$ cat config.mk
export PLATFORM = sky130hd
export DESIGN_NAME = _1x16_tdm_demux
export DESIGN_NICKNAME = d
export VERILOG_FILES = /design/src/rtl/_1x16_tdm_demux.sv
export SDC_FILE = /design/constraint.sdc
export NUM_CORES = 1
export LEC_CHECK = 0
export CAP_MARGIN = 20
export CORE_UTILIZATION = 52
export DETAILED_ROUTE_END_ITERATION = 10
export HOLD_SLACK_MARGIN = 0.03
export PLACE_DENSITY = 0.79
export SETUP_SLACK_MARGIN = 0.1
export SLEW_MARGIN = 10
export SYNTH_ARGS = -nofsm -noshare
export SYNTH_HDL_FRONTEND = slang
export SYNTH_SLANG_ARGS = --single-unit
$ cat constraint.sdc
create_clock -name clk -period 2.4 [get_ports clk]
set_clock_uncertainty 0.2 [all_clocks]
set_input_delay 0.6 -clock clk [delete_from_list [all_inputs] [get_ports clk]]
set_output_delay 0.6 -clock clk [all_outputs]
set_load 0.005 [all_outputs]
$ cat src/rtl/_1x16_tdm_demux.sv
`default_nettype none
// ============================================================================
// Module      : _1x16_tdm_demux
// Description : 1:16 TDM demultiplexer / deserializer. It collects 16
//               qualified serial slots, starting at a frame_start marker, into
//               a shadow register. It publishes a completed word on dout with
//               a one-cycle dout_valid pulse. A frame_start that arrives
//               mid-frame discards the partial frame, pulses sync_err, and
//               restarts collection at slot 0.
// Revision    : 1.0 - initial release
// ============================================================================
module _1x16_tdm_demux #(
    parameter int LSB_FIRST = 1
) (
    input  logic        clk,
    input  logic        rst,
    input  logic        din,
    input  logic        din_valid,
    input  logic        frame_start,
    output logic [15:0] dout,
    output logic        dout_valid,
    output logic        sync_err,
    output logic [3:0]  slot,
    output logic [7:0]  frame_cnt
);

    localparam logic [0:0] ST_IDLE    = 1'b0;
    localparam logic [0:0] ST_COLLECT = 1'b1;
    localparam logic [3:0] C_LAST_SLOT = 4'd15;

    logic [0:0]  r_state;
    logic [0:0]  w_state_nxt;
    logic [3:0]  r_slot;
    logic [3:0]  w_slot_nxt;
    logic [14:0] r_shadow;
    logic [14:0] w_shadow_nxt;
    logic [15:0] r_dout;
    logic [15:0] w_dout_nxt;
    logic        r_dout_valid;
    logic        w_dout_valid_nxt;
    logic        r_sync_err;
    logic        w_sync_err_nxt;
    logic [7:0]  r_frame_cnt;
    logic [7:0]  w_frame_cnt_nxt;

    // The shadow register holds slots 0..14 in slot order. The live din
    // supplies slot 15, so the word is complete on the edge that accepts it.
    logic [15:0] w_frame;
    logic [15:0] w_word;

    assign w_frame = {din, r_shadow};

    generate
        if (LSB_FIRST != 0) begin : g_lsb_first
            assign w_word = w_frame;
        end else begin : g_msb_first
            for (genvar i = 0; i < 16; i++) begin : g_bit
                assign w_word[15-i] = w_frame[i];
            end
        end
    endgenerate

    // Next-state and next-output decode. Nothing moves unless din_valid is high.
    always_comb begin
        w_state_nxt      = r_state;
        w_slot_nxt       = r_slot;
        w_shadow_nxt     = r_shadow;
        w_dout_nxt       = r_dout;
        w_dout_valid_nxt = 1'b0;
        w_sync_err_nxt   = 1'b0;
        w_frame_cnt_nxt  = r_frame_cnt;
        if (din_valid) begin
            case (r_state)
                ST_IDLE: begin
                    // Without a frame marker, a bit has no slot position and is dropped.
                    if (frame_start) begin
                        w_shadow_nxt[0] = din;
                        w_slot_nxt      = 4'd1;
                        w_state_nxt     = ST_COLLECT;
                    end
                end
                ST_COLLECT: begin
                    if (frame_start) begin
                        // Resynchronise: the partial frame is dropped and dout is left untouched.
                        w_sync_err_nxt  = 1'b1;
                        w_shadow_nxt[0] = din;
                        w_slot_nxt      = 4'd1;
                    end else if (r_slot == C_LAST_SLOT) begin
                        w_dout_nxt       = w_word;
                        w_dout_valid_nxt = 1'b1;
                        w_frame_cnt_nxt  = r_frame_cnt + 8'd1;
                        w_slot_nxt       = 4'd0;
                        w_state_nxt      = ST_IDLE;
                    end else begin
                        w_shadow_nxt[r_slot] = din;
                        w_slot_nxt           = r_slot + 4'd1;
                    end
                end
                default: begin
                    w_state_nxt = ST_IDLE;
                    w_slot_nxt  = 4'd0;
                end
            endcase
        end
    end

    // State and output registers. Reset has priority over every input.
    always_ff @(posedge clk) begin
        if (rst) begin
            r_state      <= ST_IDLE;
            r_slot       <= 4'd0;
            r_shadow     <= 15'd0;
            r_dout       <= 16'h0000;
            r_dout_valid <= 1'b0;
            r_sync_err   <= 1'b0;
            r_frame_cnt  <= 8'd0;
        end else begin
            r_state      <= w_state_nxt;
            r_slot       <= w_slot_nxt;
            r_shadow     <= w_shadow_nxt;
            r_dout       <= w_dout_nxt;
            r_dout_valid <= w_dout_valid_nxt;
            r_sync_err   <= w_sync_err_nxt;
            r_frame_cnt  <= w_frame_cnt_nxt;
        end
    end

    assign dout       = r_dout;
    assign dout_valid = r_dout_valid;
    assign sync_err   = r_sync_err;
    assign slot       = r_slot;
    assign frame_cnt  = r_frame_cnt;

endmodule
`default_nettype wire

; Word-level counts from Yosys, hierarchy flattened
; Cells that the tools add are included.
[totals]
regBits = 46
in_bits = 5
out_inout_bits = 30
elab_cells = 42
[classes]
addsub = 2
magnitude_cmp = 2
eq_ne = 3
n_mux = 16
n_bitwise = 4
n_reduce_logical = 7
[op_table]
columns = op, n
row1 = bitwise mux 15 bit, 1
row2 = two-way mux 4 bit, 3
row3 = adder 8 x 1 -> 8 bit (second input constant), 1
row4 = two-way mux 1 bit, 8
row5 = case mux 4 bit (2 select lines), 1
row6 = AND reduction 4 bit, 2
row7 = less-than comparator 4 x 5 -> 1 bit (second input constant), 1
row8 = adder 4 x 1 -> 4 bit (second input constant), 1
row9 = demux 1 bit (select 4 bit), 1
row10 = equality test 4 bit (second input constant), 1
row11 = greater-or-equal comparator 4 x 1 -> 1 bit (second input constant), 1
row12 = inverter 1 bit, 4
row13 = case mux 1 bit (2 select lines), 2
row14 = OR reduction 4 bit, 1
row15 = != test 3 bit (second input constant), 1
row16 = AND reduction 3 bit, 1
row17 = OR reduction 3 bit, 1
row18 = != test 2 bit (second input constant), 1
row19 = AND reduction 2 bit, 1
row20 = logical AND 1 bit, 1

; Depth between registers and ports, before layout
[logic_depth]
ltp_word = 8
mapped_depth = 5
ltp_nobuf = 5

; Worst setup path after synthesis
; No wires, ideal clock.
[synth_path]
path_kind = in2reg
startpoint = input port din_valid
endpoint = register r_frame_cnt[7], in the netlist frame_cnt[7]
setup_time_ns = 0.121
t_arrival_ns = 1.665
required_time_ns = 2.079
setup_slack_ns = 0.414
cell_stages = 5
n_path_buf = 2
cell_sequence = clkbuf_2 -> nand4b_4 -> buf_6 -> nor4_1 -> mux2_2
[synth_between]
elab_chain_cells = 1
[synth_lines]
columns = element, line
row1 = start: declaration, 18  ; input logic din_valid,
row2 = AND reduction 4 bit (no line), -
row3 = end signal: assignment, 124  ; r_frame_cnt <= w_frame_cnt_nxt;
row4 = end: declaration, 43  ; logic [7:0] r_frame_cnt;
; No other way between the ends.
; A chain may end at the register's enable or synchronous reset.

; Worst setup path after layout
[layout_path]
startpoint = register r_slot[2], in the netlist slot[2]
endpoint = output port slot[2]
[layout_lines]
columns = element, line
row1 = start: declaration, 33  ; logic [3:0] r_slot;
row2 = start signal: assignment, 119  ; r_slot <= w_slot_nxt;
row3 = end: declaration, 23  ; output logic [3:0] slot,
; No word-level cell between the ends.

==> results.tsv <==
stage	metric	value	unit
run_status	outcome	complete, no violations	
timing	hold_viol	0	
clock_network	clk_latency	300	ps
clock_network	cts_max_path_buffers	2	
clock_network	ctsResizeCount	0	
floorplanning	fp.dieW	64.69	um
clock_network	cts-root-buf	clkbuf_8	
timing	max_freq	455.9	MHz
global_routing	busiest_layer	met2	
synth	synth.avg_cell_area	8.884	um^2
placement	dp_hpwl	2895	um
power	intPower	0.001026	W
synth	synth_edf_count	0	
job	max_cap_viol_count	0	
cells_and_area	multi_input_comb_area	1015	um^2
worst_hold_path	worstHoldPathType	reg -> reg	
floorplanning	dieArea	4184	um^2
synth	ys_warn_count	0	
setup_path	crit_start	slot[2]$_SDFFE_PP0P_	
placement	port_buffers	34	
clock_network	clkSinkCount	46	
cells_and_area	area_delta_synth_final	24.56	%
setup_path	cp-end-kind	output pin	
power	power.switching	0.0002956	W
power	peakVddDrop	0.0003878	V
cells_and_area	fillers	307	
timing	setup_viol	0	
setup_path	crit_fanout	10	
synth	yosys.area_share.simple	23.09	%
setup_path	path_class	reg -> out	
global_routing	globalRouteOverflowTotal	0	
floorplanning	fp.coreArea	3716	um^2
detailed_routing	vias_per_cell	5.776	
timing	hold_slack	266.0	ps
clock_network	hold_buffers	0	
cells_and_area	insertedDiodeCount	0	
global_routing	grt_use_met1	29.67	%
power	power.leakage	0.9143	nW
timing	period_share	91.39	%
cells_and_area	seq_area	920.9	um^2
timing	rsz0062_at_grt	no	
timing	worst_pin_slew	545.1	ps
global_routing	antenna_found_initial	0	
synth	ys_types	34	
detailed_routing	dr.pass1.iters	4	
detailed_routing	ant_nets	0	
detailed_routing	drt-wirelength-per-cell	14.21	um
timing	setup_tns	0	ps
clock_network	cts_tree	yes	
global_routing	grt_max_degree	37	
cells_and_area	final_nets	273	
clock_network	cts_buffers	5	
worst_hold_path	min_from	r_shadow[7]$_SDFFE_PP0P_	
setup_path	crit_chain	clkdlybuf4s50_1	
timing	finalMaxSlewViolations	0	
global_routing	grt_pass1_vias	1636	
synth	synth_compound_area_share	17.09	%
synth	synth_adder_area_share	3.062	%
detailed_routing	drcViolationCount	0	
synth	syn-instance-count	230	
setup_path	cp.arrival	1390	ps
detailed_routing	finalWirelength	4435	um
power	power.density	519.2	nW/um^2
synth	synthesis.area	2043	um^2
power	seq_power_share	58.5	%
global_routing	grtUsageMet2	38.03	%
floorplanning	io_pins	35	
synth	seq_area_frac_synth	45.07	%
setup_path	crit_path_start_kind	flop	
floorplanning	start_util	54.98	%
clock_network	cts.clk_slew.worst_paths	80	ps
clock_network	post_cts_buffers	0	
detailed_routing	num_vias	1802	
synth	ys.flop_type	dfxtp_1	
synth	synthMuxAreaShare	6.430	%
cells_and_area	drive_above_1_share	8.712	%
clock_network	h-tree-depth	2	
setup_path	slowest_delay	570	ps
global_routing	grt_pass1_wl	7507	um
floorplanning	die_h	64.69	um
placement	gp_routability_congestion	0.8130	
global_routing	use_met3	4.577	%
synth	synth_top_family_by_area	simple AND/OR/NAND/NOR gates	
timing	fin_crit	2193	ps
synth	syn_nets	240	
setup_path	crit_family	buffers and inverters	
setup_path	critPathSlowestCell	clkdlybuf4s50_1	
setup_path	path_buf_inv	1	
power	p_sw_share	22.37	%
synth	synthArstFlopShare	0	%
global_routing	grtUsageTotal	22.92	%
synth	ys_ff_latch	46	
timing	relSlewSlack	63.66	%
detailed_routing	drt_iter0_markers	146	
setup_path	cp.required	1600	ps
power	clockPowerShare	37.0	%
synth	synth-xor-area-share	0	%
power	p_comb_share	4.6	%
floorplanning	placementRows	22	
setup_path	r2r-start	slot[1]$_SDFFE_PP0P_	
registers in the layout (all words and copies together) (netlist names):
name	count
dout	16
dout_valid	1
frame_cnt	8
r_shadow	15
r_state	1
slot	4
sync_err	1
tightest hold or removal path, cell delays in order (launching register included):
cell     delay, ps
dfxtp_1        310
nand3_1         60
a21oi_1         50
kinds of logic after synthesis:
kind of cell / count (synthesis)
simple gates: 78
fa+ha+maj: 5
flops: 46
mux: 13
buf+inv: 25
compound gates: 63
placed cells by master (no fill, tap or decap), drive strengths merged:
cell type,netlist,layout
o31ai,7,7
inv,6,6
dfxtp,46,46
mux2,1,1
nor4bb,1,1
mux2i,12,12
clkdlybuf4s50,0,34
nor4,1,1
a311oi,1,1
a22oi,1,1
nor3b,1,1
clkbuf,14,7
and2,1,1
and3b,1,1
nand4,3,3
or3,1,1
a21oi,29,29
or4,5,5
nand2,4,4
nand4b,4,4
o21ai,22,22
buf,5,11
nor2b,3,3
nor2,3,3
a21bo,1,1
a31oi,1,1
o31a,1,1
and4b,1,1
nand3,33,33
nor3,2,2
ha,5,5
nand2b,14,14
clkinv,0,1
layer usage:
metal,up-vias,part of all wire [%]
met5,-,0
met4,0,1.2
met3,6,3.1
met2,38,49
met1,858,47
li1,900,-
Yosys cell counts, types with 2 or more instances:
cell | number | share of area [%]
a21oi_1 | 29 | 7.1
buf_2 | 4 | 0.98
clkbuf_1 | 13 | 2.4
dfxtp_1 | 46 | 45
ha_1 | 5 | 3.1
inv_1 | 6 | 1.1
mux2i_1 | 12 | 5.9
nand2_1 | 4 | 0.73
nand2b_1 | 14 | 4.3
nand3_1 | 33 | 8.1
nand4_1 | 3 | 0.92
nand4b_1 | 3 | 1.3
nor2_1 | 3 | 0.55
nor2b_1 | 3 | 0.92
nor3_1 | 2 | 0.49
o21ai_0 | 22 | 5.4
o31ai_1 | 7 | 2.6
or4_1 | 5 | 1.8
cell type report:
cell class	instances	share of cell area, %
clock buffers	7	3.392
clock inverters	1	0.1967
inverters	6	0.8850
multi-input cells	159	39.87
flip-flops and latches	46	36.18
well taps	48	2.360
repair buffers	45	17.11
through the flow:
stage	instances	worst slack (ps)	power (W)	util [%]	cell area, um^2
6_report	312	206.6	0.001321	68.48	2545
5_1_grt	312	143.3	0.001364	68.48	2545
4_1_cts	312	205.4	0.001333	68.48	2545
3_5_place_dp	304	54.61	0.0008504	66.03	2454
3_3_place_gp	304	69.69	0.0008507	66.03	2454
2_1_floorplan	230	414.1	0.0008254	-	2043
final timing paths:
kind / to / slack (ps) / cells past startpoint
max: slot[2] / 210 / 1
min: dout[7]$_SDFFE_PP0P_ / 270 / 2
max reg2reg: frame_cnt[7]$_SDFFE_PP0P_ / 350 / 4
min reg2reg: dout[7]$_SDFFE_PP0P_ / 270 / 2
power by group through the flow:
stage	sequential (W)	combinational [W]	clock (W)
after global routing	0.000774	0.0000656	0.000524
final	0.000773	0.0000603	0.000488
after floorplan	0.000790	0.0000359	0
after CTS	0.000773	0.0000601	0.000500
after global placement	0.000791	0.0000597	0
after detailed placement	0.000791	0.0000597	0
Power figures use the tool's default switching activity.
